File: config.mk
export PLATFORM = sky130hd
export DESIGN_NAME = divider_controller
export DESIGN_NICKNAME = d
export VERILOG_FILES = /design/src/rtl/divider_controller.sv
export SDC_FILE = /design/constraint.sdc
export NUM_CORES = 1
export LEC_CHECK = 0
export BUFFER_PORTS_ARGS = -buffer_cell sky130_fd_sc_hd__buf_2
export CORE_UTILIZATION = 35
export DETAILED_ROUTE_END_ITERATION = 10
export PLACE_DENSITY = 0.65
export SETUP_SLACK_MARGIN = 0.02
export SLEW_MARGIN = 25
export SYNTH_ARGS = -nofsm -noshare
export SYNTH_HDL_FRONTEND = slang
export SYNTH_SLANG_ARGS = --single-unit
File: constraint.sdc
create_clock -name clk -period 5.3 [get_ports clk]
set_clock_uncertainty 0.1 [all_clocks]
set_input_delay 0.265 -clock clk [delete_from_list [all_inputs] [get_ports clk]]
set_output_delay 0.265 -clock clk [all_outputs]
set_load 0.02 [all_outputs]
File: src/rtl/divider_controller.sv
`timescale 1ns/1ps
// Sequential restoring divider controller that borrows a shared ALU for its
// per-bit subtract, producing one quotient bit per cycle over 32 cycles.
module divider_controller #(
    parameter logic [5:0] SUB_FUNCT = 6'b001010,
    parameter logic [5:0] NOP_FUNCT = 6'b000000
) (
    input  logic        clk,
    input  logic        rst,
    input  logic        start,
    input  logic [31:0] dividend,
    input  logic [31:0] divisor,
    output logic [31:0] alu_src1,
    output logic [31:0] alu_src2,
    output logic [5:0]  alu_funct,
    input  logic [31:0] alu_result,
    input  logic        alu_carry,
    output logic        busy,
    output logic        done,
    output logic [31:0] quotient,
    output logic [31:0] remainder,
    output logic        div_by_zero
);

    localparam int unsigned DW = 32;
    localparam int unsigned CW = 6;
    localparam logic [CW-1:0] LAST_ITER = CW'(DW - 1);

    typedef enum logic [1:0] {
        IDLE = 2'd0,
        RUN  = 2'd1,
        DONE = 2'd2
    } state_t;

    state_t        state, state_nxt;
    logic [DW-1:0] rem, rem_nxt;
    logic [DW-1:0] quo, quo_nxt;
    logic [DW-1:0] dvs, dvs_nxt;
    logic [CW-1:0] cnt, cnt_nxt;
    logic          zdly, zdly_nxt;
    logic [DW-1:0] quotient_nxt, remainder_nxt;
    logic          dbz_nxt;
    logic [DW-1:0] shifted;
    logic          sub_ok;

    // Partial remainder shifted left by one with the next dividend bit appended.
    assign shifted = {rem[DW-2:0], quo[DW-1]};
    // A set MSB means the 33-bit shifted value exceeds any divisor.
    assign sub_ok  = !alu_carry || rem[DW-1];

    // State and datapath registers.
    always_ff @(posedge clk or negedge rst) begin
        if (!rst) begin
            state       <= IDLE;
            rem         <= '0;
            quo         <= '0;
            dvs         <= '0;
            cnt         <= '0;
            zdly        <= 1'b0;
            quotient    <= '0;
            remainder   <= '0;
            div_by_zero <= 1'b0;
        end else begin
            state       <= state_nxt;
            rem         <= rem_nxt;
            quo         <= quo_nxt;
            dvs         <= dvs_nxt;
            cnt         <= cnt_nxt;
            zdly        <= zdly_nxt;
            quotient    <= quotient_nxt;
            remainder   <= remainder_nxt;
            div_by_zero <= dbz_nxt;
        end
    end

    // Next-state, datapath update and ALU drive.
    always_comb begin
        state_nxt     = state;
        rem_nxt       = rem;
        quo_nxt       = quo;
        dvs_nxt       = dvs;
        cnt_nxt       = cnt;
        zdly_nxt      = zdly;
        quotient_nxt  = quotient;
        remainder_nxt = remainder;
        dbz_nxt       = div_by_zero;
        alu_src1      = '0;
        alu_src2      = '0;
        alu_funct     = NOP_FUNCT;

        case (state)
            IDLE: begin
                if (start) begin
                    if (divisor != '0) begin
                        rem_nxt   = '0;
                        quo_nxt   = dividend;
                        dvs_nxt   = divisor;
                        cnt_nxt   = '0;
                        dbz_nxt   = 1'b0;
                        state_nxt = RUN;
                    end else begin
                        quotient_nxt  = '1;
                        remainder_nxt = dividend;
                        dbz_nxt       = 1'b1;
                        // One extra cycle keeps start-to-done timing fixed.
                        zdly_nxt      = 1'b1;
                        state_nxt     = DONE;
                    end
                end
            end
            RUN: begin
                alu_src1  = shifted;
                alu_src2  = dvs;
                alu_funct = SUB_FUNCT;
                if (sub_ok) begin
                    rem_nxt = alu_result;
                    quo_nxt = {quo[DW-2:0], 1'b1};
                end else begin
                    rem_nxt = shifted;
                    quo_nxt = {quo[DW-2:0], 1'b0};
                end
                cnt_nxt = cnt + CW'(1);
                if (cnt == LAST_ITER) begin
                    quotient_nxt  = quo_nxt;
                    remainder_nxt = rem_nxt;
                    dbz_nxt       = 1'b0;
                    state_nxt     = DONE;
                end
            end
            DONE: begin
                if (zdly) begin
                    zdly_nxt = 1'b0;
                end else begin
                    state_nxt = IDLE;
                end
            end
            default: state_nxt = IDLE;
        endcase
    end

    // Status strobes decoded from registered state only.
    assign busy = (state == RUN);
    assign done = (state == DONE) && !zdly;

endmodule

==> results_dict.tcl, run 1 <==
set metrics [dict create \
    fmax_mhz 303 \
    first_pass_iters 5 \
    clock-sinks 170 \
    path_class "reg -> out" \
    antenna_left 0 \
    pwr-share-seq 0.352 \
    drv_slew 0 \
    switching_share 0.406 \
    synth_cells 704 \
    start_kind "flop" \
    fp.dieW_microns 151 \
    setup_viol 0 \
    p_per_area_nw_per_um2 614 \
    dp_hpwl_microns 13700 \
    drc 0 \
    initialDrtViolationCount 274 \
    grt_pass1_vias 6039 \
    path_max_fanout 101 \
    post-route-util 0.461 \
    cp.required_ns 4.93 \
    r2r_cells 7 \
    htreeDepth 4 \
    worstMarginPinSlew_ns 0.902 \
    num_vias 6102 \
    antenna_found_initial 3 \
    reg2reg_from "state[1]" \
    min_period_ns 3.30 \
    cts_resized 0 \
    fp-row-count 54 \
    avgSynthCellArea_sq_um 11.0 \
    layout_commonest_cell "buf_2" \
    cp-endpoint "alu_src2[27]" \
    yosysWarnings 0 \
    layout_common_cells "buf_2 (231), dfrtp_1 (170), nand2_1 (97), o21ai_0 (66), and2_1 (64)" \
    placed_area_sq_um 9090 \
    drive_above_1_share 0.354 \
    ys_ff_latch 170 \
    fin_nets 1045 \
    grt_pass1_wl_microns 32200 \
    vdd_drop_max_mv 0.285 \
    coreArea_sq_um 21800 \
    cts_tree "built" \
    place_inst 1173 \
    clk_latency_ns 0.42 \
    holdPathStages 2 \
    die_area_sq_um 22800 \
    dieHeight_microns 151 \
    multi_input_area_sq_um 3230 \
    timing.rr.end "remainder[0]" \
    track_usage 0.184 \
    setup_ws_ns 2.00 \
    ios 237 \
    pre_cts_slack_ns 2.31 \
    syn_area_sq_um 7760 \
    hold_viol 0 \
    pwr-share-clk 0.209 \
    switchingPower_w 0.00250 \
    cts_setup_buffers 0 \
    via_per_inst 4.92 \
    gp_congestion 0.764 \
    rrSetupSlack_ns 2.34 \
    min_path_type "in -> reg" \
    start_util 0.357 \
    yosysUniqueCellTypes 38 \
    clk_pin_slew_ns 0.06 \
    cts-buffers-inserted 17 \
    finalSetupTns_ns 0 \
    finalWirelength_microns 20400 \
    fillers 2060 \
    final_cells 1240 \
    area_delta_synth_final_pct 29.4 \
    cp.arrival_ns 2.93 \
    grt_overflow 0 \
    rsz0062_at_grt "no" \
    port_buffers 232 \
    period_share 0.622 \
    combPwrFrac 0.439 \
    internal-power_w 0.00366 \
    end_kind "output port" \
    max_slew_margin 0.399 \
    status "complete, no violations" \
    cap_violations 0 \
    grt_start_max_net_pins 102 \
    ys_seq_area_frac 0.548 \
    seq_area_sq_um 4250 \
    final_area_sq_um 10000 \
    cts_hold_buf 32 \
    wire_per_inst_microns 16.4 \
    clock_path_buffers 2 \
    cts_root_buf "clkbuf_16" \
    power.leakage_nw 4.78 \
    startpoint "state[1]" \
]
## registers in the layout, indices dropped and copies added, names as in the netlist
signal	cells
cnt	6
div_by_zero	1
dvs	32
quo	32
quotient	32
rem	32
remainder	32
state	2
zdly	1
## synthesized netlist by cell type, drive strengths merged
cell type / instances / share of area
inv: 4 / 0.0019
o22a: 32 / 0.036
nor3: 1 / 0.00064
clkbuf: 32 / 0.015
or2: 1 / 0.00081
nor2b: 4 / 0.0032
nand4: 2 / 0.0016
dfrtp: 170 / 0.55
nor2: 15 / 0.0073
xor2: 1 / 0.0011
a21oi: 38 / 0.025
nand3: 3 / 0.0019
mux2i: 36 / 0.046
a21boi: 1 / 0.0024
nand2b: 1 / 0.00081
mux2: 62 / 0.095
o31ai: 2 / 0.0019
nand2: 97 / 0.047
and2: 64 / 0.052
or4: 1 / 0.0015
a21o: 32 / 0.031
o41ai: 1 / 0.0011
nor4: 9 / 0.0073
buf: 24 / 0.023
conb: 1 / 0.00048
and3: 1 / 0.00081
ha: 1 / 0.0016
a22o: 2 / 0.0023
o21ai: 66 / 0.043
## layer usage
| layer | up-vias | wire length, microns | global-route usage |
|---|---|---|---|
| li1 | 2916 | - | - |
| met1 | 3000 | 9310 | 0.243 |
| met2 | 170 | 9510 | 0.291 |
| met4 | 0 | 201 | 0.0445 |
| met3 | 16 | 1370 | 0.0590 |
| met5 | - | 0 | 0 |
## worst max-delay path, cell delays in order, from the launching register on
cell      delay [ns]
dfrtp_1         0.45
nand2b_4        0.17
buf_4           0.69
inv_2           0.40
buf_4           0.38
and2_1          0.22
buf_2           0.16
## power groups by stage
stage	Clock (W)	Sequential, W	Combinational [W]
after floorplan	0	0.00224	0.00183
after global placement	0	0.00217	0.00266
after detailed placement	0	0.00219	0.00271
after CTS	0.00132	0.00217	0.00274
after global routing	0.00138	0.00224	0.00299
final	0.00129	0.00217	0.00271
## how the worst min path moves through the flow
stage | slack (ns) | start | end
after floorplan | -0.13 | rst | cnt[0]
after global placement | 0.16 | rst | rem[26]
after detailed placement | 0.17 | rst | remainder[26]
after CTS | 0.007 | divisor[2] | dvs[2]
after global routing | 0.005 | divisor[2] | dvs[2]
final | 0.02 | divisor[2] | dvs[2]
## final cells by class
type	count	share of cell area
Tap cell	280	0.0349
Sequential cell	170	0.424
Clock inverter	11	0.0133
Multi-Input combinational cell	477	0.322
Clock buffer	21	0.0479
Antenna cell	3	0.000748
Timing Repair Buffer	274	0.156
Inverter	4	0.00150
## cell families after synthesis
| logic type | Yosys count | share of synthesized area |
|---|---|---|
| flops | 170 | 0.548 |
| xor+xnor | 1 | 0.00113 |
| simple gates | 199 | 0.124 |
| mux | 98 | 0.141 |
| other cells | 1 | 0.000483 |
| fa+ha+maj | 1 | 0.00161 |
| compound gates | 174 | 0.142 |
| buf+inv | 60 | 0.0403 |
## stage by stage
step	hold slack [ns]	power [W]
3_5_place_dp	0.166	0.00490
6_report	0.0198	0.00616
4_1_cts	0.00652	0.00623
2_1_floorplan	-0.131	0.00407
5_1_grt	0.00505	0.00661
3_3_place_gp	0.164	0.00484
No activity file was read; power rests on OpenSTA's default activity.
==> run 2, diff against run 1 <==
PLACE_DENSITY = 0.67   (was 0.65)
clock period = 2.7 ns   (was 5.3 ns; I/O delays follow)
==> results_dict.tcl, run 2 (synthesized netlist as in run 1, its figures left out) <==
set metrics [dict create \
    status "complete, no violations" \
    hold_viol 0 \
    power.leakage_nw 5.04 \
    place_inst 1180 \
    dp_hpwl_microns 13500 \
    grt_start_max_net_pins 102 \
    fin_nets 1109 \
    cp.arrival_ns 2.74 \
    fmax_mhz 395 \
    start_kind "input pin" \
    seq_area_sq_um 4250 \
    cts_setup_buffers 0 \
    end_kind "flop" \
    period_share 0.937 \
    drive_above_1_share 0.336 \
    vdd_drop_max_mv 0.819 \
    drv_slew 0 \
    clock_path_buffers 2 \
    die_area_sq_um 22800 \
    fp-row-count 54 \
    cts_root_buf "clkbuf_16" \
    gp_congestion 0.776 \
    final_area_sq_um 10700 \
    coreArea_sq_um 21800 \
    antenna_found_initial 1 \
    antenna_left 0 \
    finalSetupTns_ns 0 \
    ios 237 \
    htreeDepth 4 \
    grt_pass1_vias 6477 \
    max_slew_margin 0.370 \
    placed_area_sq_um 9230 \
    first_pass_iters 5 \
    track_usage 0.189 \
    cts_tree "built" \
    clk_latency_ns 0.42 \
    port_buffers 232 \
    min_path_type "in -> reg" \
    fp.dieW_microns 151 \
    num_vias 6322 \
    cp.required_ns 2.91 \
    fillers 1972 \
    grt_pass1_wl_microns 33100 \
    layout_commonest_cell "buf_2" \
    finalWirelength_microns 21200 \
    setup_viol 0 \
    clk_pin_slew_ns 0.07 \
    wire_per_inst_microns 16.3 \
    start_util 0.357 \
    dieHeight_microns 151 \
    final_cells 1301 \
    initialDrtViolationCount 225 \
    p_per_area_nw_per_um2 1130 \
    cts-buffers-inserted 17 \
    rrSetupSlack_ns 0.25 \
    area_delta_synth_final_pct 37.3 \
    clock-sinks 170 \
    drc 0 \
    min_period_ns 2.53 \
    via_per_inst 4.86 \
    path_class "in -> reg" \
    layout_common_cells "buf_2 (231), dfrtp_1 (170), nand2_1 (97), dlygate4sd3_1 (89), o21ai_0 (66)" \
    path_max_fanout 41 \
    rsz0062_at_grt "no" \
    multi_input_area_sq_um 3230 \
    grt_overflow 0 \
    cap_violations 0 \
    worstMarginPinSlew_ns 0.946 \
]
run 2: changes by cell type in the layout (fill, tap and decap cells not counted), sizes merged:
cell and change:
dlygate4sd3 +57, buf +7, bufinv -2, clkbuf -2, clkinv +2, diode -2, inv +1
run 2: what timing repair did:
action	in CTS	in global routing
endpoints found under the hold margin	161	0
hold buffers	89	0
endpoints found under the setup margin	0	1
gates resized for setup	0	0
run 2: power by group:
group          internal (W)  total [W]  leakage, nW  switching (W)
logic               0.00229    0.00559         2.81        0.00330
registers           0.00357    0.00421         1.98       0.000638
clock network       0.00118    0.00224        0.247        0.00105
run 2: worst max-delay path, cell delays in order:
cell	delay, ns
dlygate4sd3_1	0.55
buf_2	0.13
nor4_1	0.36
nand4_1	0.27
or2_2	0.40
a21oi_4	0.23
buf_12	0.27
mux2_2	0.37
run 2: cell type report:
| type | instances | share of cell area |
|---|---|---|
| antenna | 1 | 0.000235 |
| sequential | 170 | 0.399 |
| multi-input combinational | 477 | 0.303 |
| clock inverter | 12 | 0.00869 |
| inverter | 4 | 0.00141 |
| clock buffer | 19 | 0.0406 |
| tap | 280 | 0.0329 |
| timing repair buffer | 338 | 0.213 |
run 2: per-stage QoR:
stage	hold slack (ns)	worst slack, ns	power [W]	utilization
after floorplan	-0.261	0.371	0.00799	-
after global placement	0.0684	0.281	0.00966	0.424
after detailed placement	0.0658	0.235	0.00978	0.424
after CTS	0.00239	0.138	0.0122	0.490
after global routing	0.0290	0.0312	0.0129	0.490
final	0.0220	0.170	0.0120	0.490
run 2: worst paths after layout:
path / startpoint / endpoint / depth (start not counted)
setup / recovery: divisor[2] / remainder[8] / 8
hold / removal: dividend[0] / quo[0] / 3
setup reg to reg: cnt[0] / remainder[8] / 7
hold reg to reg: remainder[0] / remainder[0] / 1
max in group asynchronous: rst / quotient[6] / 3
min in group asynchronous: rst / rem[27] / 2
run 2: per-layer routing:
layer | up-vias | global-route usage | part of all wire
li1 | 3036 | - | -
met1 | 3082 | 0.244 | 0.46
met2 | 177 | 0.311 | 0.48
met3 | 25 | 0.0497 | 0.052
met4 | 2 | 0.0570 | 0.016
met5 | - | 0 | 0.00052
==> run 3, diff against run 2 <==
REMOVE_ABC_BUFFERS = 1   (was not set)
==> results_dict.tcl, run 3 (synthesized netlist as in run 1, its figures left out) <==
set metrics [dict create \
    status "finished, violations left" \
    violations "DRC" \
    layout_common_cells "buf_2 (231), dfrtp_1 (170), nand2_1 (97), dlygate4sd3_1 (94), o21ai_0 (66)" \
    slowest_delay_ns 0.55 \
    fp-row-count 54 \
    clock-sinks 170 \
    cts_setup_buffers 0 \
    cp.required_ns 2.91 \
    ios 237 \
    power.leakage_nw 5.11 \
    slowest_stage "dlygate4sd3_1" \
    clk_latency_ns 0.42 \
    vdd_drop_max_mv 0.524 \
    drv_slew 0 \
    wire_per_inst_microns 15.8 \
    final_cells 1310 \
    clock_path_buffers 2 \
    fp.dieW_microns 151 \
    p_per_area_nw_per_um2 1130 \
    rrSetupSlack_ns 0.28 \
    grt_pass1_vias 6287 \
    min_path_type "in -> reg" \
    hold_viol 0 \
    start_util 0.357 \
    num_antenna_cells 0 \
    antenna_left 0 \
    grt_overflow 0 \
    finalPower_w 0.0122 \
    post-route-util 0.496 \
    grt_pass1_wl_microns 32200 \
    reg2reg_from "cnt[0]" \
    track_usage 0.183 \
    finalWirelength_microns 20700 \
    rsz0062_at_grt "no" \
    max_slew_margin 0.538 \
    path_max_fanout 15 \
    startpoint "divisor[17]" \
    area_delta_synth_final_pct 39.2 \
    min_period_ns 2.56 \
    initialDrtViolationCount 283 \
    holdPathStages 4 \
    cp.arrival_ns 2.76 \
    crit_chain "dlygate4sd3_1 > buf_2 > nor4_1 > nand4_1 > or2_2 > a21oi_4 > buf_4 > mux2_2" \
    htreeDepth 4 \
    r2r_cells 7 \
    timing.rr.end "remainder[16]" \
    via_per_inst 4.92 \
    setup_viol 0 \
    path_class "in -> reg" \
    cts_root_buf "clkbuf_16" \
    drc 1 \
    end_kind "flop" \
    place_inst 1184 \
    die_area_sq_um 22800 \
    antenna_found_initial 0 \
    first_pass_iters 8 \
    dp_hpwl_microns 13200 \
    cts-buffers-inserted 17 \
    drive_above_1_share 0.339 \
    coreArea_sq_um 21800 \
    gp_congestion 0.781 \
    cp-endpoint "remainder[16]" \
    fmax_mhz 391 \
    whs_ns 0.0252 \
    cts_tree "built" \
    port_buffers 232 \
    worstMarginPinSlew_ns 0.694 \
    period_share 0.947 \
    start_kind "input pin" \
    grt_start_max_net_pins 74 \
    cap_violations 0 \
    dieHeight_microns 151 \
    clk_pin_slew_ns 0.07 \
    num_vias 6439 \
    fin_nets 1118 \
    layout_commonest_cell "buf_2" \
]
## run 3: worst min-delay path by stage
| stage | startpoint | to | slack [ns] |
|---|---|---|---|
| 2_1_floorplan | rst | cnt[0] | -0.26 |
| 3_3_place_gp | rst | dvs[29] | 0.11 |
| 3_5_place_dp | rst | dvs[29] | 0.12 |
| 4_1_cts | dividend[19] | remainder[19] | 0.003 |
| 5_1_grt | dividend[18] | remainder[18] | 0.03 |
| 6_report | dividend[18] | remainder[18] | 0.03 |
## run 3: metrics by stage
stage / setup slack, ns / setup TNS (ns) / instance area, sq um
2_1_floorplan: -6.41 / -641.44 / 7470
3_3_place_gp: 0.307 / 0 / 9290
3_5_place_dp: 0.276 / 0 / 9290
4_1_cts: 0.0926 / 0 / 10800
5_1_grt: 0.0602 / 0 / 10800
6_report: 0.144 / 0 / 10800
## run 3: critical path: cells and delay by family
family                 cells  cell delay, ns
AO/OA/AOI/OAI              1            0.26
buffers and inverters      3            0.96
multiplexers               1            0.36
AND/OR/NAND/NOR            3            1.04
## run 3: final cells by class
class	count	area (sq um)
Inverter	4	17.5
Sequential cell	170	4250
Fill cell	1992	11000
Clock inverter	14	135
Clock buffer	18	429
Tap cell	280	350
Timing Repair Buffer	347	2380
Multi-Input combinational cell	477	3230
## run 3: repair_timing
action	4_1_cts	5_1_grt
hold buffers	94	0
resized for setup	0	2
endpoints found under the hold margin	176	0
setup endpoints to repair	0	32
## run 3: report_power, final
group	internal [W]	switching, W	total [W]	leakage [nW]
sequential	0.00357	0.000629	0.00420	1.98
combinational	0.00238	0.00329	0.00567	2.86
clock	0.00129	0.00107	0.00236	0.270
## run 3: layer usage
layer | share of wire | GRT usage | vias up
met3 | 0.040 | 0.0392 | 54
met5 | 0 | 0 | -
met1 | 0.44 | 0.225 | 3144
li1 | - | - | 3059
met4 | 0.040 | 0.0965 | 0
met2 | 0.48 | 0.303 | 182
